--- src/rtl/aes_masked_sbox_collector.sv ---
// Collects the 16 two-share S-box output bytes of one AES round into a
// ShiftRows-permuted 128-bit state, keeping each share in its own register.
module aes_masked_sbox_collector #(
    parameter int unsigned LATENCY = 1
) (
    input  logic         clk,
    input  logic         rst_n,
    input  logic         start,
    input  logic         sbox_issue,
    input  logic [7:0]   sbox_sh0,
    input  logic [7:0]   sbox_sh1,
    input  logic         state_ack,
    output logic [127:0] state0,
    output logic [127:0] state1,
    output logic         state_valid,
    output logic         busy,
    output logic         err_overflow,
    output logic [1:0]   dbg_state
);

    // Handshake: state0/state1 are stable while state_valid is high; a cycle
    // with state_valid && state_ack hands them over and the block returns to IDLE.
    typedef enum logic [1:0] {
        ST_IDLE    = 2'd0,
        ST_COLLECT = 2'd1,
        ST_DONE    = 2'd2
    } state_t;

    state_t               r_state;
    logic [3:0]           r_count;
    logic [LATENCY-1:0]   r_issue_dly;
    logic [127:0]         r_state0;
    logic [127:0]         r_state1;
    logic                 r_valid;
    logic                 r_busy;
    logic                 r_err;

    logic                 w_wr_en;
    logic                 w_capture;
    logic [1:0]           w_row;
    logic [1:0]           w_col;
    logic [1:0]           w_dst_col;
    logic [3:0]           w_dst;

    assign w_wr_en   = r_issue_dly[LATENCY-1];
    assign w_capture = w_wr_en && (r_state == ST_COLLECT);

    // Destination column is (c - r) mod 4; the 2-bit subtraction wraps for free.
    assign w_row     = r_count[1:0];
    assign w_col     = r_count[3:2];
    assign w_dst_col = w_col - w_row;
    assign w_dst     = {w_dst_col, w_row};

    always_ff @(posedge clk or negedge rst_n) begin
        if (!rst_n) begin
            r_issue_dly <= '0;
        end else begin
            r_issue_dly[0] <= sbox_issue;
            for (int k = 1; k < int'(LATENCY); k++) begin
                r_issue_dly[k] <= r_issue_dly[k-1];
            end
        end
    end

    // Share 0 and share 1 never meet: each has its own register and only the
    // counter and capture strobe steer the write.
    always_ff @(posedge clk or negedge rst_n) begin
        if (!rst_n) begin
            r_state0 <= '0;
        end else if (w_capture) begin
            r_state0[{w_dst, 3'b000} +: 8] <= sbox_sh0;
        end
    end

    always_ff @(posedge clk or negedge rst_n) begin
        if (!rst_n) begin
            r_state1 <= '0;
        end else if (w_capture) begin
            r_state1[{w_dst, 3'b000} +: 8] <= sbox_sh1;
        end
    end

    always_ff @(posedge clk or negedge rst_n) begin
        if (!rst_n) begin
            r_state <= ST_IDLE;
            r_count <= '0;
            r_valid <= 1'b0;
            r_busy  <= 1'b0;
            r_err   <= 1'b0;
        end else begin
            case (r_state)
                ST_IDLE: begin
                    if (w_wr_en) begin
                        r_err <= 1'b1;
                    end
                    if (start) begin
                        r_state <= ST_COLLECT;
                        r_count <= '0;
                        r_busy  <= 1'b1;
                    end
                end
                ST_COLLECT: begin
                    if (w_wr_en) begin
                        r_count <= r_count + 4'd1;
                        if (r_count == 4'd15) begin
                            r_state <= ST_DONE;
                            r_busy  <= 1'b0;
                            r_valid <= 1'b1;
                        end
                    end
                end
                ST_DONE: begin
                    if (w_wr_en) begin
                        r_err <= 1'b1;
                    end
                    if (state_ack) begin
                        r_state <= ST_IDLE;
                        r_valid <= 1'b0;
                    end
                end
                default: begin
                    r_state <= ST_IDLE;
                    r_busy  <= 1'b0;
                    r_valid <= 1'b0;
                end
            endcase
        end
    end

    assign state0       = r_state0;
    assign state1       = r_state1;
    assign state_valid  = r_valid;
    assign busy         = r_busy;
    assign err_overflow = r_err;
    assign dbg_state    = r_state;

endmodule

--- config.mk ---
export PLATFORM = sky130hd
export DESIGN_NAME = aes_masked_sbox_collector
export DESIGN_NICKNAME = d
export VERILOG_FILES = /design/src/rtl/aes_masked_sbox_collector.sv
export SDC_FILE = /design/constraint.sdc
export NUM_CORES = 1
export LEC_CHECK = 0
export CAP_MARGIN = 20
export CELL_PAD_IN_SITES_DETAIL_PLACEMENT = 0
export CELL_PAD_IN_SITES_GLOBAL_PLACEMENT = 2
export CORE_MARGIN = 2
export CORE_UTILIZATION = 30
export CTS_CLUSTER_DIAMETER = 100
export DETAILED_ROUTE_END_ITERATION = 10
export PLACE_DENSITY = 0.86
export SLEW_MARGIN = 5
export SYNTH_ARGS = -nofsm -noshare
export SYNTH_HDL_FRONTEND = slang
export SYNTH_SLANG_ARGS = --single-unit
export TNS_END_PERCENT = 10
--- constraint.sdc ---
create_clock -name clk -period 2.95 [get_ports clk]
set_input_delay 0.59 -clock clk [delete_from_list [all_inputs] [get_ports clk]]
set_output_delay 0.59 -clock clk [all_outputs]
set_load 0.03 [all_outputs]
==> flow_summary.yaml, run 1 <==
cells_and_area:
  n_antenna_cell: 0
  area_growth_pct: 43.3
  post_route_cells_drive_above_1_share_pct: 12.8
  fin_nets: 1243
  stdcell_count: 1686
yosys:
  ys_types: 42
  syn_area_per_cell_sq_um: 11.2
  synth_edf_count: 0
  async_flop_share_pct: 100
  yosysTopAreaCell: "dfrtp_1"
  synth_seq_area_share_pct: 64.5
  synth_cells: 923
  synth_nets: 950
  synth.area.top_cells: "dfrtp_1, nand2_1, o21ai_0"
  synth_top_area_share_pct: 64.5
  synth_ff_type: "dfrtp_1"
  ys_warn_count: 0
  syn_area_sq_um: 10300
  ys_ff_latch: 266
critical_path:
  cp-start-kind: "flip-flop"
  endpoint_kind: "flip-flop"
  reg2reg_setup_slack_ns: 0.25
  r2r-end: "state0[71]"
  crit_arrival_ns: 3.12
  worstRegToRegCells: 7
  r2r-start: "r_count[0]"
  worstSetupStartpoint: "r_count[0]"
  required_ns: 3.37
  critPathMaxFanout: 16
  worstSetupPathType: "flip-flop to flip-flop"
pwr:
  p_sw_share_pct: 40.9
  p_clk_share_pct: 21.3
  total_leakage_power_nw: 6.78
  p_per_area_nw_per_um2: 1220
  intPower_mw: 10.7
  ir_drop_mv: 0.653
  power.switching_mw: 7.39
  seqPwrFrac_pct: 32.4
  p_comb_share_pct: 46.3
timing:
  worst_pin_slew_ns: 0.868
  max_slew_margin_pct: 42.0
  grt_setup_unrepaired: "no"
  slew_viol_final: 0
  setup_ws_ns: 0.252
  setup_viol: 0
  timing.fmax_mhz: 371
  fin_crit_sh_pct: 91.4
  fin_crit_ns: 2.70
  finalSetupTns_ns: 0
  skew_ns: 0.0133
  hold_viol: 0
global_routing:
  grt_start_max_net_pins: 87
  grt_pass1_wl_um: 49800
  grt-ovfl-total: 0
  grt_pass1_vias: 8057
  grt_usage_pct: 18.2
  grt_antenna_before_repair: 1
clocking:
  root_buffer: "clkbuf_16"
  cts_buffers: 30
  clk_latency_ns: 0.55
  clock-sinks: 266
  cts_tree: "yes"
  clk_pin_slew_ns: 0.06
  clock_path_buffers: 3
  htreeDepth: 1
  cts_setup_buffers: 0
  ctsResizeCount: 0
floorplanning:
  start_util_pct: 30.6
  die_area_sq_um: 35900
  core_area_sq_um: 33700
  boundaryPins: 282
  die_w_um: 189
  rows: 67
  die_h_um: 189
place:
  place_ws_ns: 0.269
  port_buffers: 281
  placedCellCount: 1631
  gp_congestion: 0.832
  dp_hpwl_um: 23100
worst_hold_path:
  min_path_type: "flip-flop to flip-flop"
  whs_path_depth: 2
  hold_path_startpoint: "state0[19]"
  min_to: "state0[19]"
drt:
  final_antenna_net_count: 0
  drcViolationCount: 0
  post_drt_wl_per_cell_um: 19.4
  dr.pass1.iters: 4
  drt_wl_total_um: 32800
  routed_via_density: 4.61
  detail_route.iter0.violations: 295
  num_vias: 7775
outcome:
  status: "finished clean"
job:
  maxCapViolations: 0
## stage by stage
| stage | power (mW) | util [%] | hold WS (ns) | cell area (sq um) |
|---|---|---|---|---|
| 2_1_floorplan | 10.5 | - | 0.294 | 10300 |
| 6_report | 18.1 | 43.9 | 0.476 | 14800 |
| 4_1_cts | 18.3 | 43.9 | 0.482 | 14800 |
| 5_1_grt | 19.1 | 43.9 | 0.499 | 14800 |
| 3_5_place_dp | 14.3 | 40.8 | 0.469 | 13700 |
| 3_3_place_gp | 14.2 | 40.8 | 0.441 | 13700 |
## flip-flops by register name, indices dropped and copies added, names as in the netlist
signal / flops
err_overflow: 1
state0: 128
state_valid: 1
r_count: 4
dbg_state: 2
r_issue_dly: 1
busy: 1
state1: 128
## cells in the mapped netlist, types with 3 or more instances
cell,n
a21oi_1,5
and3_1,4
buf_2,6
buf_4,3
clkbuf_1,39
dfrtp_1,266
ha_1,6
inv_1,30
mux2_2,70
mux2i_1,25
nand2_1,234
nand4_1,6
nor2_1,20
o211ai_1,6
o21ai_0,168
o31ai_1,3
## placed cells by master (no fill, tap or decap), types with 5 or more instances in the layout
| master | n |
|---|---|
| clkdlybuf4s50_1 | 280 |
| dfrtp_1 | 266 |
| nand2_1 | 234 |
| o21ai_0 | 167 |
| mux2_2 | 70 |
| clkbuf_16 | 31 |
| inv_1 | 30 |
| buf_4 | 28 |
| mux2i_1 | 25 |
| nor2_1 | 19 |
| clkbuf_1 | 8 |
| o211ai_1 | 6 |
| nand4_1 | 6 |
| ha_1 | 6 |
| a21oi_1 | 5 |
| clkbuf_8 | 5 |
## logic make-up after synthesis
group	synth area share [%]
AO/OA/AOI/OAI	9.49
XOR/XNOR	0.327
adder cells (fa/ha/maj)	0.728
buffers and inverters	3.32
flip-flops	64.5
multiplexers	10.2
AND/OR/NAND/NOR	11.4
## layer usage
layer / part of all wire, % / vias up / GRT usage, %
met3: 9.2 / 44 / 6.14
met1: 43 / 3812 / 23.6
met4: 1.8 / 0 / 4.00
met2: 46 / 247 / 29.6
li1: - / 3672 / -
met5: 0 / - / 0
## worst max-delay path, stage by stage, from the launching register on
cell,delay (ns)
dfrtp_1,0.46
ha_1,0.44
nor2b_1,0.31
or3_1,0.30
nand3_4,0.14
nor4_4,0.30
buf_4,0.29
mux2_2,0.36
## timing repair
| item | 4_1_cts | 5_1_grt |
|---|---|---|
| hold buffers | 1 | 0 |
| endpoints found under the setup margin | 0 | 0 |
| endpoints found under the hold margin | 10 | 0 |
## worst max path at each step
stage	endpoint	slack, ns
after CTS	state0[102]	0.26
after detailed placement	state0[102]	0.27
after global placement	state1[70]	0.34
final	state0[71]	0.25
after global routing	state0[102]	0.06
after floorplan	state0[64]	0.39
## power groups by stage
stage                     clock (mW)  combinational, mW  sequential [mW]
final                           3.85               8.36             5.84
after global routing            4.10               8.93             6.04
after CTS                       3.96               8.44             5.87
after detailed placement           0               8.43             5.91
after global placement             0               8.36             5.87
after floorplan                    0               2.04             8.44
## area by class of cell
class	instances	area, sq um
Tap cell	448	561
Inverter	30	113
Fill cell	3231	18900
Clock buffer	44	875
Multi-Input combinational cell	575	3330
Timing Repair Buffer	313	3100
Clock inverter	10	158
Sequential cell	266	6660
No activity file was read; power rests on OpenSTA's default activity.
==> run 2: changes to the inputs <==
Settings changed: GPL_ROUTABILITY_DRIVEN set to 0.
==> results of run 2 <==
The final DEF is identical to that of run 1; final timing and power are the same.
